**src/rtl/fpnew_issue_pkg.sv**
```systemverilog
`default_nettype none
// ============================================================================
// Module  : fpnew_issue_pkg
// Purpose : Shared types for the fpnew issue controller. This includes the
//           fpnew-compatible request and status encodings, the ROB entry
//           type and the controller state.
// Revision: 1.0 - initial release
// ============================================================================
package fpnew_issue_pkg;

  localparam int unsigned ROB_FLEN     = 64;
  localparam int unsigned ROB_ID_WIDTH = 8;

  typedef enum logic [3:0] {
    FMADD, FNMSUB, ADD, MUL, DIV, SQRT, SGNJ, MINMAX,
    CMP, CLASSIFY, F2F, F2I, I2F, CPKAB, CPKCD
  } operation_e;

  typedef enum logic [2:0] {
    FP32, FP64, FP16, FP8, FP16ALT
  } fp_format_e;

  typedef enum logic [1:0] {
    INT8, INT16, INT32, INT64
  } int_format_e;

  typedef enum logic [2:0] {
    RNE = 3'b000, RTZ = 3'b001, RDN = 3'b010, RUP = 3'b011,
    RMM = 3'b100, DYN = 3'b111
  } roundmode_e;

  typedef struct packed {
    logic nv;
    logic dz;
    logic of;
    logic uf;
    logic nx;
  } status_t;

  typedef struct packed {
    logic                    alloc;
    logic                    done;
    logic [ROB_ID_WIDTH-1:0] id;
    logic [ROB_FLEN-1:0]     result;
    status_t                 status;
  } rob_entry_t;

  typedef enum logic [0:0] {
    RUN   = 1'b0,
    FLUSH = 1'b1
  } state_e;

  localparam int_format_e INT_FMT_DEFAULT = INT32;

endpackage
`default_nettype wire

```
**src/rtl/fpnew_issue_rob.sv**
```systemverilog
`default_nettype none
// ============================================================================
// Module  : fpnew_issue_rob
// Purpose : Reorder buffer holding one slot per FPU tag. It tracks the alloc
//           and done state of each slot and exposes the in-order head entry.
// Revision: 1.0 - initial release
// ============================================================================
module fpnew_issue_rob
  import fpnew_issue_pkg::*;
#(
  parameter int unsigned TAG_WIDTH = 2
) (
  input  logic                    clk_i,
  input  logic                    rst_ni,
  input  logic                    i_clear,
  input  logic                    i_alloc,
  input  logic [ROB_ID_WIDTH-1:0] i_alloc_id,
  output logic                    o_alloc_busy,
  output logic [TAG_WIDTH-1:0]    o_alloc_ptr,
  input  logic                    i_wr,
  input  logic [TAG_WIDTH-1:0]    i_wr_tag,
  input  logic [ROB_FLEN-1:0]     i_wr_result,
  input  status_t                 i_wr_status,
  output logic                    o_wr_ok,
  input  logic                    i_retire,
  output rob_entry_t              o_head,
  output logic [TAG_WIDTH:0]      o_count
);

  localparam int unsigned DEPTH = 1 << TAG_WIDTH;

  logic [DEPTH-1:0]        r_alloc;
  logic [DEPTH-1:0]        r_done;
  logic [ROB_ID_WIDTH-1:0] r_id     [DEPTH];
  logic [ROB_FLEN-1:0]     r_result [DEPTH];
  status_t                 r_status [DEPTH];
  logic [TAG_WIDTH-1:0]    r_alloc_ptr;
  logic [TAG_WIDTH-1:0]    r_head_ptr;
  logic [TAG_WIDTH:0]      r_count;
  logic                    w_wr_en;

  // A zero-latency FPU may return the tag being allocated in this very cycle.
  assign o_wr_ok = (r_alloc[i_wr_tag] & ~r_done[i_wr_tag])
                 | (i_alloc & (i_wr_tag == r_alloc_ptr));
  assign w_wr_en = i_wr & o_wr_ok;

  assign o_alloc_busy = r_alloc[r_alloc_ptr];
  assign o_alloc_ptr  = r_alloc_ptr;
  assign o_count      = r_count;

  always_comb begin
    o_head        = '0;
    o_head.alloc  = r_alloc[r_head_ptr];
    o_head.done   = r_done[r_head_ptr];
    o_head.id     = r_id[r_head_ptr];
    o_head.result = r_result[r_head_ptr];
    o_head.status = r_status[r_head_ptr];
  end

  always_ff @(posedge clk_i or negedge rst_ni) begin
    if (!rst_ni) begin
      r_alloc     <= '0;
      r_done      <= '0;
      r_alloc_ptr <= '0;
      r_head_ptr  <= '0;
      r_count     <= '0;
    end else if (i_clear) begin
      r_alloc     <= '0;
      r_done      <= '0;
      r_alloc_ptr <= '0;
      r_head_ptr  <= '0;
      r_count     <= '0;
    end else begin
      if (i_alloc) begin
        r_alloc[r_alloc_ptr] <= 1'b1;
        r_alloc_ptr          <= r_alloc_ptr + TAG_WIDTH'(1);
      end
      if (w_wr_en) begin
        r_done[i_wr_tag] <= 1'b1;
      end
      // The head is already done, so it never collides with a result write.
      if (i_retire) begin
        r_alloc[r_head_ptr] <= 1'b0;
        r_done[r_head_ptr]  <= 1'b0;
        r_head_ptr          <= r_head_ptr + TAG_WIDTH'(1);
      end
      if (i_alloc && !i_retire) begin
        r_count <= r_count + (TAG_WIDTH+1)'(1);
      end else if (!i_alloc && i_retire) begin
        r_count <= r_count - (TAG_WIDTH+1)'(1);
      end
    end
  end

  always_ff @(posedge clk_i) begin
    if (i_alloc) begin
      r_id[r_alloc_ptr] <= i_alloc_id;
    end
    if (w_wr_en) begin
      r_result[i_wr_tag] <= i_wr_result;
      r_status[i_wr_tag] <= i_wr_status;
    end
  end

endmodule
`default_nettype wire

```
**src/rtl/fpnew_issue_ctrl.sv**
```systemverilog
`default_nettype none
// ============================================================================
// Module  : fpnew_issue_ctrl
// Purpose : Issues core commands to an fpnew FPU with issue-order tags. It
//           reorders the tagged results and returns them to the core in order.
// Revision: 1.0 - initial release
// ============================================================================
module fpnew_issue_ctrl
  import fpnew_issue_pkg::*;
#(
  parameter int unsigned FLEN      = ROB_FLEN,
  parameter int unsigned TAG_WIDTH = 2,
  parameter int unsigned ID_WIDTH  = ROB_ID_WIDTH
) (
  input  logic                      clk_i,
  input  logic                      rst_ni,
  input  logic                      cmd_valid_i,
  output logic                      cmd_ready_o,
  input  logic [2:0][FLEN-1:0]      cmd_operands_i,
  input  operation_e                cmd_op_i,
  input  logic                      cmd_op_mod_i,
  input  fp_format_e                cmd_fmt_i,
  input  roundmode_e                cmd_rnd_mode_i,
  input  logic                      cmd_vec_i,
  input  logic [ID_WIDTH-1:0]       cmd_id_i,
  output logic [2:0][FLEN-1:0]      fpu_operands_o,
  output roundmode_e                fpu_rnd_mode_o,
  output operation_e                fpu_op_o,
  output logic                      fpu_op_mod_o,
  output fp_format_e                fpu_src_fmt_o,
  output fp_format_e                fpu_dst_fmt_o,
  output int_format_e               fpu_int_fmt_o,
  output logic                      fpu_vectorial_op_o,
  output logic [TAG_WIDTH-1:0]      fpu_tag_o,
  output logic                      fpu_in_valid_o,
  input  logic                      fpu_in_ready_i,
  output logic                      fpu_flush_o,
  input  logic [FLEN-1:0]           fpu_result_i,
  input  status_t                   fpu_status_i,
  input  logic [TAG_WIDTH-1:0]      fpu_tag_i,
  input  logic                      fpu_out_valid_i,
  output logic                      fpu_out_ready_o,
  input  logic                      fpu_busy_i,
  output logic                      rsp_valid_o,
  input  logic                      rsp_ready_i,
  output logic [FLEN-1:0]           rsp_result_o,
  output status_t                   rsp_status_o,
  output logic [ID_WIDTH-1:0]       rsp_id_o,
  input  logic                      flush_i,
  output logic                      idle_o,
  output logic [TAG_WIDTH:0]        inflight_o,
  output logic                      err_o
);

  state_e               r_state;
  logic                 r_err;
  logic                 w_run;
  logic                 w_issue_ok;
  logic                 w_issue;
  logic                 w_result_in;
  logic                 w_wr_ok;
  logic                 w_retire;
  logic                 w_alloc_busy;
  logic [TAG_WIDTH-1:0] w_alloc_ptr;
  rob_entry_t           w_head;

  // The flush cycle itself neither issues nor retires, since the ROB is cleared at its end.
  assign w_run      = (r_state == RUN) & ~flush_i;
  assign w_issue_ok = rst_ni & w_run & ~w_alloc_busy;

  assign fpu_in_valid_o     = cmd_valid_i & w_issue_ok;
  assign cmd_ready_o        = fpu_in_ready_i & w_issue_ok;
  assign w_issue            = fpu_in_valid_o & fpu_in_ready_i;
  assign fpu_operands_o     = cmd_operands_i;
  assign fpu_rnd_mode_o     = cmd_rnd_mode_i;
  assign fpu_op_o           = cmd_op_i;
  assign fpu_op_mod_o       = cmd_op_mod_i;
  assign fpu_src_fmt_o      = cmd_fmt_i;
  assign fpu_dst_fmt_o      = cmd_fmt_i;
  assign fpu_int_fmt_o      = INT_FMT_DEFAULT;
  assign fpu_vectorial_op_o = cmd_vec_i;
  assign fpu_tag_o          = w_alloc_ptr;
  assign fpu_flush_o        = flush_i;
  assign fpu_out_ready_o    = 1'b1;

  assign w_result_in = fpu_out_valid_i & w_run;

  assign rsp_valid_o  = w_head.alloc & w_head.done & w_run;
  assign rsp_result_o = w_head.result;
  assign rsp_status_o = w_head.status;
  assign rsp_id_o     = w_head.id;
  assign w_retire     = rsp_valid_o & rsp_ready_i;

  assign idle_o = (r_state == RUN) & (inflight_o == '0);
  assign err_o  = r_err;

  fpnew_issue_rob #(
    .TAG_WIDTH (TAG_WIDTH)
  ) u_rob (
    .clk_i        (clk_i),
    .rst_ni       (rst_ni),
    .i_clear      (flush_i),
    .i_alloc      (w_issue),
    .i_alloc_id   (cmd_id_i),
    .o_alloc_busy (w_alloc_busy),
    .o_alloc_ptr  (w_alloc_ptr),
    .i_wr         (w_result_in),
    .i_wr_tag     (fpu_tag_i),
    .i_wr_result  (fpu_result_i),
    .i_wr_status  (fpu_status_i),
    .o_wr_ok      (w_wr_ok),
    .i_retire     (w_retire),
    .o_head       (w_head),
    .o_count      (inflight_o)
  );

  always_ff @(posedge clk_i or negedge rst_ni) begin
    if (!rst_ni) begin
      r_state <= RUN;
      r_err   <= 1'b0;
    end else begin
      case (r_state)
        RUN: begin
          if (flush_i) begin
            r_state <= FLUSH;
            r_err   <= 1'b0;
          end else if (w_result_in && !w_wr_ok) begin
            r_err <= 1'b1;
          end
        end
        FLUSH: begin
          if (!flush_i && !fpu_busy_i) begin
            r_state <= RUN;
          end
        end
        default: r_state <= RUN;
      endcase
    end
  end

endmodule
`default_nettype wire

```
**config.mk**
```make
export PLATFORM = sky130hd
export DESIGN_NAME = fpnew_issue_ctrl
export DESIGN_NICKNAME = d
export VERILOG_FILES = /design/src/rtl/fpnew_issue_pkg.sv /design/src/rtl/fpnew_issue_rob.sv /design/src/rtl/fpnew_issue_ctrl.sv
export SDC_FILE = /design/constraint.sdc
export NUM_CORES = 1
export LEC_CHECK = 0
export ABC_AREA = 1
export BUFFER_PORTS_ARGS = -buffer_cell sky130_fd_sc_hd__buf_2
export CAP_MARGIN = 20
export CORE_AREA = 2 2 226 228
export DETAILED_ROUTE_END_ITERATION = 10
export DIE_AREA = 0 0 228 230
export HOLD_SLACK_MARGIN = 0.08
export MAX_ROUTING_LAYER = met4
export SLEW_MARGIN = 20
export SYNTH_ARGS = -nofsm -noshare
export SYNTH_HDL_FRONTEND = slang
export SYNTH_SLANG_ARGS = --single-unit
```
**constraint.sdc**
```tcl
create_clock -name clk_i -period 9 [get_ports clk_i]
set_clock_uncertainty 0.05 [all_clocks]
set_input_delay 0.9 -clock clk_i [delete_from_list [all_inputs] [get_ports clk_i]]
set_output_delay 0.9 -clock clk_i [all_outputs]
set_load 0.02 [all_outputs]
```
### Word level (Yosys, flattened, before mapping)

Memory sizes are Yosys's and may differ from the RTL's.
Index checks and enable logic that the tools add are counted.

| storage, ports and cells | value |
|---|---|
| memories kept | 3 |
| output and inout port bits | 298 |
| register bits after elaboration | 17 |
| bits in writable memories | 308 |

| operators by class | value |
|---|---|
| multiplexer cells | 40 |
| $lt $le $gt $ge | 6 |
| reductions and logical operators | 18 |
| $add $sub $neg | 4 |
| bitwise gates (word level) | 24 |
| equal/unequal tests | 1 |

Memory list:

| name | words | width | rd ports | clocked after memory_dff | wr ports | RTL line | source |
|---|---|---|---|---|---|---|---|
| u_rob.r_result | 4 | 64 | 1 | 0 | 1 | fpnew_issue_rob.sv:35 | `logic [ROB_FLEN-1:0] r_result [DEPTH];` |
| u_rob.r_id | 4 | 8 | 1 | 0 | 1 | fpnew_issue_rob.sv:34 | `logic [ROB_ID_WIDTH-1:0] r_id [DEPTH];` |
| u_rob.r_status | 4 | 5 | 1 | 0 | 1 | fpnew_issue_rob.sv:36 | `status_t r_status [DEPTH];` |

Operators with widths:

| cell | number |
|---|---|
| 4-bit 2-to-1 mux | 8 |
| 1-bit 2-to-1 mux | 16 |
| 1-bit AND | 14 |
| 1-bit binary-select mux with 2-bit select | 5 |
| 2-bit by 3-bit less-than comparator with 1-bit output, second input constant | 3 |
| 3-bit 2-to-1 mux | 3 |
| 4-bit AND | 2 |
| 2-bit 2-to-1 mux | 4 |
| 4-bit OR | 2 |
| 1-bit logical AND | 7 |
| 1-bit demux with 2-bit select | 3 |
| 2-bit by 1-bit >= comparator with 1-bit output, second input constant | 3 |
| 2-bit nonzero test | 3 |
| 1-bit zero test | 5 |
| 2-bit by 1-bit adder with 2-bit output, second input constant | 2 |
| 1-bit inverter | 4 |
| 4-bit inverter | 1 |
| 3-bit by 1-bit adder with 3-bit output, second input constant | 1 |
| 3-bit zero test | 1 |
| 3-bit nonzero test | 1 |
| 3-bit by 1-bit subtractor with 3-bit output, second input constant | 1 |
| 2-bit == test | 1 |
| 1-bit one-hot mux with 2 select lines | 1 |
| 2-bit AND reduction | 1 |
| 1-bit OR | 1 |

### Logic depth before layout (Yosys ltp)

| depth | value |
|---|---|
| depth after elaboration | 14 |
| depth in mapped cells | 12 |
| gate-level depth less buffers | 12 |

### By module

From an unflattened synthesis, not the netlist that was laid out.

| unflattened totals | value |
|---|---|
| cell total of the unflattened synthesis | 1127 |
| area total of the unflattened synthesis | 14184.9 um^2 |

Modules (own cells, without submodules):

| module | times used | area each (um^2) | cells an instance | sequential area each (um^2) |
|---|---|---|---|---|
| fpnew_issue_rob | 1 | 12429.4 | 888 | 9624.2 |
| fpnew_issue_ctrl | 1 | 1755.4 | 239 | 50.0 |

### Worst setup path before layout

No wires, ideal clock.

| path | value |
|---|---|
| path kind | input -> register |
| start point | input flush_i |
| end point | memory u_rob.r_result[3][0], enable pin |
| data required time | 8527 ps |
| setup time | 423 ps |
| data arrival time | 3005 ps |
| stages on the path | 9 |
| slack | 5522 ps |
| path buffers | 0 |
| cells stage by stage | inv_2 > nand2_2 > nor2_4 > nand4_2 > nor2_4 > nand2_1 > nand2_2 > nand3b_1 > inv_1 |

| on the way | value |
|---|---|
| longest elaborated chain between the ends | 11 |
| elaborated cells between the ends (all ways) | 12 |
| classes of those cells | mux: 2; bitwise: 10 |

RTL lines:

| item | RTL line | source |
|---|---|---|
| start, declared | fpnew_issue_ctrl.sv:49 | `input logic flush_i,` |
| 1-bit inverter (*) | fpnew_issue_ctrl.sv:68 | `assign w_run = (r_state == RUN) & ~flush_i;` |
| 1-bit AND (*) | fpnew_issue_ctrl.sv:68 |  |
| 1-bit AND (2 in a row) | fpnew_issue_ctrl.sv:69 | `assign w_issue_ok = rst_ni & w_run & ~w_alloc_busy;` |
| 1-bit AND | fpnew_issue_ctrl.sv:71 | `assign fpu_in_valid_o = cmd_valid_i & w_issue_ok;` |
| 1-bit AND | fpnew_issue_ctrl.sv:73 | `assign w_issue = fpu_in_valid_o & fpu_in_ready_i;` |
| 1-bit AND | fpnew_issue_rob.sv:44 | `\| (i_alloc & (i_wr_tag == r_alloc_ptr));` |
| 1-bit OR | fpnew_issue_rob.sv:44 |  |
| 1-bit AND (*) | fpnew_issue_rob.sv:45 | `assign w_wr_en = i_wr & o_wr_ok;` |
| 1-bit 2-to-1 mux (*) | fpnew_issue_rob.sv:99 | `if (w_wr_en) begin` |
| 1-bit 2-to-1 mux (implied by the code) (*) | fpnew_issue_rob.sv:100 | `r_result[i_wr_tag] <= i_wr_result;` |
| end, declared | fpnew_issue_rob.sv:35 |  |

Mark *: on every way between the ends. The rest lies on a longest branch, timed or not.

### Worst setup path after layout

| path | value |
|---|---|
| start point | register u_rob.r_head_ptr[0] |
| end point | output rsp_valid_o |

| on the way | value |
|---|---|
| longest elaborated chain between the ends | 4 |
| elaborated cells between the ends (all ways) | 6 |
| classes of those cells | mux: 4; bitwise: 2 |

RTL lines:

| item | RTL line | source |
|---|---|---|
| start, declared | fpnew_issue_rob.sv:38 | `logic [TAG_WIDTH-1:0] r_head_ptr;` |
| start signal, assigned | fpnew_issue_rob.sv:85 | `r_head_ptr <= r_head_ptr + TAG_WIDTH'(1);` |
| 1-bit binary-select mux with 2-bit select (on tied branches) | fpnew_issue_rob.sv:53, fpnew_issue_rob.sv:54 |  |
| 1-bit 2-to-1 mux (on tied branches) | fpnew_issue_rob.sv:53, fpnew_issue_rob.sv:54 |  |
| 1-bit AND (*) (2 in a row) | fpnew_issue_ctrl.sv:88 | `assign rsp_valid_o = w_head.alloc & w_head.done & w_run;` |
| end, declared | fpnew_issue_ctrl.sv:44 | `output logic rsp_valid_o,` |

Mark *: on every way between the ends. The rest lies on a longest branch, timed or not. The select of a mux whose other input is x is not followed.

==> metrics.md <==
| Metric | Value |
|---|---|
| Critical Path Fanout Max | 96 |
| M1 GR Usage | 0.1643 |
| Power density over the cells | 201.2 nW/µm² |
| Unrepaired setup endpoints after global routing | no |
| Core box area | 49860 µm² |
| Outcome | complete, no violations |
| Hold Path Class | in -> async |
| Worst skew pair latency | 0.51 ns |
| Placed Cells | 1723 |
| Wire length per cell | 33.72 µm |
| Final min period | 4.475 ns |
| Delay-heaviest family, CP | buffers and inverters |
| Die area | 52440 µm² |
| Synth Area in XOR/XNOR | 0.0006197 |
| Die width | 228 µm |
| DR DRC count | 0 |
| Post-Syn Area | 14130 µm² |
| Mux cell area share after synthesis | 0 |
| GRT busiest layer | met2 |
| Rel. slew slack | 0.2990 |
| PostCTS Resize Cnt | 0 |
| Vias in the first global route | 8327 |
| Initial DRC count | 670 |
| H-Tree Depth | 2 |
| CTS tree | yes |
| Vias | 8469 |
| DRT Wirelength | 60330 µm |
| Sink Count | 325 |
| GRT overflow | 0 |
| Area share of fa/ha/maj cells after synthesis | 0.008499 |
| CP Data Required Time | 8.05 ns |
| Drt via density | 4.734 |
| Post-synthesis cell count | 1126 |
| EDFF count, synth | 308 |
| Clock transition at the registers of the reported paths | 0.06 ns |
| GR Layer Usage met3 | 0.2535 |
| TNS Setup | 0 ns |
| Met2 usage in global routing | 0.3516 |
| Slowest stage cell, crit path | buf_4 |
| Startpoint Class | flop |
| Hold_buf cts | 0 |
| Buf/Inv on CP | 4 |
| Hold Vio Cnt, Final | 0 |
| Main combinational cell family by area after synthesis | buffers and inverters |
| Drt pass-1 iters | 5 |
| Top FF cell, synth | edfxtp_1 |
| Critical path arrival | 3.52 ns |
| Post-synthesis simple-gate area fraction | 0.07455 |
| FMAX | 223.5 MHz |
| Fin cells | 1789 |
| RePlAce Congestion | 0.9517 |
| Slew Limit Fails | 0 |
| First-pass GRT wire length | 77960 µm |
| Root buf cell | clkbuf_16 |
| Syn Area/Cell | 12.55 µm² |
| Ys async rst share | 0.05231 |
| Routed Antenna Nets | 0 |
| Total setup buffers inserted after CTS | 0 |
| NumNets Final | 1387 |
| I/O pin count | 589 |
| Cell row count | 82 |
| Register area share after synthesis | 0.6846 |
| CTS Buffer Depth | 3 |
| Filler cells | 5063 |
| IR drop worst, VDD | 0.1625 mV |
| CTS buffer count | 34 |
| Antenna violations before repair | 9 |
| Static Leak | 5.384 nW |
| Crit path cell chain | inv_4, buf_4, nand3_1, nand3_2, nand3_4, inv_1, buf_2 |
| Worst Setup End Kind | primary output |
| Setup CP Type | reg -> out |
| CP peak stage delay | 0.84 ns |
| Post-DP HPWL | 46950 µm |
| Max Cap Viol | 0 |
| Share of cells above drive strength 1 | 0.2329 |
| Synth warn | 0 |
| Gr usage total | 0.2289 |
| Largest net degree at the start of global routing | 105 |
| Die Ht | 230 µm |
| Initial core utilization | 0.2834 |
| Port bufs | 174 |
| Synth Register Bits | 325 |
| Post-synthesis cell type count | 34 |
| Period Utilization, post-route | 0.4972 |
| Post-synthesis compound-gate area fraction | 0.09500 |
| Final setup violation count | 0 |
| Least-Margin Pin Slew | 1.052 ns |
| Synth-to-Final Area Change | 7.800% |
==> area by class of cell <==
class	instances	area, µm²	share of cell area
diodes	5	12.51	0.0008213
clock buffers	46	917.1	0.06020
clock inverters	15	141.4	0.009281
inverters	37	146.4	0.009609
multi-input cells	503	2536	0.1665
flip-flops and latches	325	9679	0.6353
well taps	672	840.8	0.05519
repair buffers	186	960.9	0.06307
==> metal layers <==
layer  vias up  wire length [µm]
met3        91             14920
li1       3726                 -
met1      4036             15050
met5         -                 0
met2       616             27720
met4         0              2633
==> cells in the mapped netlist, drive strengths merged, types with 2 or more instances <==
cell type	number	area, µm²
clkbuf	43	161.4
nor2	181	713.2
edfxtp	308	9249
nand3	24	162.7
a21oi	6	33.78
ha	8	100.1
nand4	3	31.28
o22ai	77	481.7
o21ai	162	810.8
nand2	32	127.6
conb	2	7.510
dfrtp	17	425.4
buf	219	1625
inv	37	138.9
==> logic make-up (layout without fill, tap and decap cells) <==
| family | count (synthesis) | after routing |
|---|---|---|
| buffers and inverters | 299 | 284 |
| other | 2 | 8 |
| and+or+nand+nor | 243 | 243 |
| adders and majority gates | 9 | 9 |
| AOI/OAI and AO/OA | 247 | 247 |
| xor gates and xnor gates | 1 | 1 |
| DFF | 325 | 325 |
==> worst paths after layout <==
| kind | from | depth (start not counted) | slack (ns) | endpoint |
|---|---|---|---|---|
| max in group asynchronous | rst_ni | 1 | 8.29 | u_rob.r_head_ptr[0]$_DFFE_PN0P_ |
| min in group clk_i | u_rob.r_done[2]$_DFF_PN0_ | 2 | 0.51 | u_rob.r_done[2]$_DFF_PN0_ |
| hold / removal | rst_ni | 1 | 0.27 | u_rob.r_alloc[0]$_DFF_PN0_ |
| setup reg to reg | u_rob.r_head_ptr[0]$_DFFE_PN0P_ | 12 | 5.07 | u_rob.o_count[2]$_DFFE_PN0P_ |
| setup / recovery | u_rob.r_head_ptr[0]$_DFFE_PN0P_ | 7 | 4.53 | rsp_valid_o |
| hold reg to reg | u_rob.r_done[2]$_DFF_PN0_ | 2 | 0.51 | u_rob.r_done[2]$_DFF_PN0_ |
==> registers in the layout, indices dropped and copies added (netlist names) <==
| name | count |
|---|---|
| u_rob.r_result | 256 |
| u_rob.r_id | 32 |
| u_rob.r_status | 20 |
| u_rob.r_alloc | 4 |
| u_rob.r_done | 4 |
| u_rob.o_count | 3 |
| u_rob.o_alloc_ptr | 2 |
| u_rob.r_head_ptr | 2 |
| err_o | 1 |
| r_state | 1 |
==> cell usage in the layout (no fill, tap or decap), types with 2 or more instances in the layout <==
cell       count
nand4_2        2
ha_1           8
inv_2          3
clkbuf_16     35
clkinv_4       2
nor2_1       177
diode_2        5
o22ai_1       77
nand3_2        6
bufinv_16      2
buf_4         12
nor2_4         2
a21oi_1        5
o21ai_0      161
nand2_1       29
inv_6          2
clkbuf_1      11
conb_1         3
nand2_2        3
edfxtp_1     308
nand3_1       17
dfrtp_1       15
inv_1         29
clkinv_1       4
buf_2        174
clkinv_2       8
==> report_power, final <==
part / internal, W / switching [W]
clock: 0.000780 / 0.000565
sequential: 0.00166 / 0.00000231
combinational: 0.0000211 / 0.0000407
total: 0.00246 / 0.000608
==> metrics by stage <==
step	total power [W]	hold WS [ns]	instance area (µm²)	util	worst slack, ns
6_report	0.003065	0.2697	15230	0.3055	4.525
5_1_grt	0.003158	0.2765	15230	0.3055	4.297
4_1_cts	0.003097	0.2451	15220	0.3053	4.510
3_5_place_dp	0.001753	0.4998	14160	0.2841	5.068
3_3_place_gp	0.001750	0.4845	14160	0.2841	5.088
2_1_floorplan	0.001845	0.4569	14140	-	5.522
No activity file was read; power rests on OpenSTA's default activity.
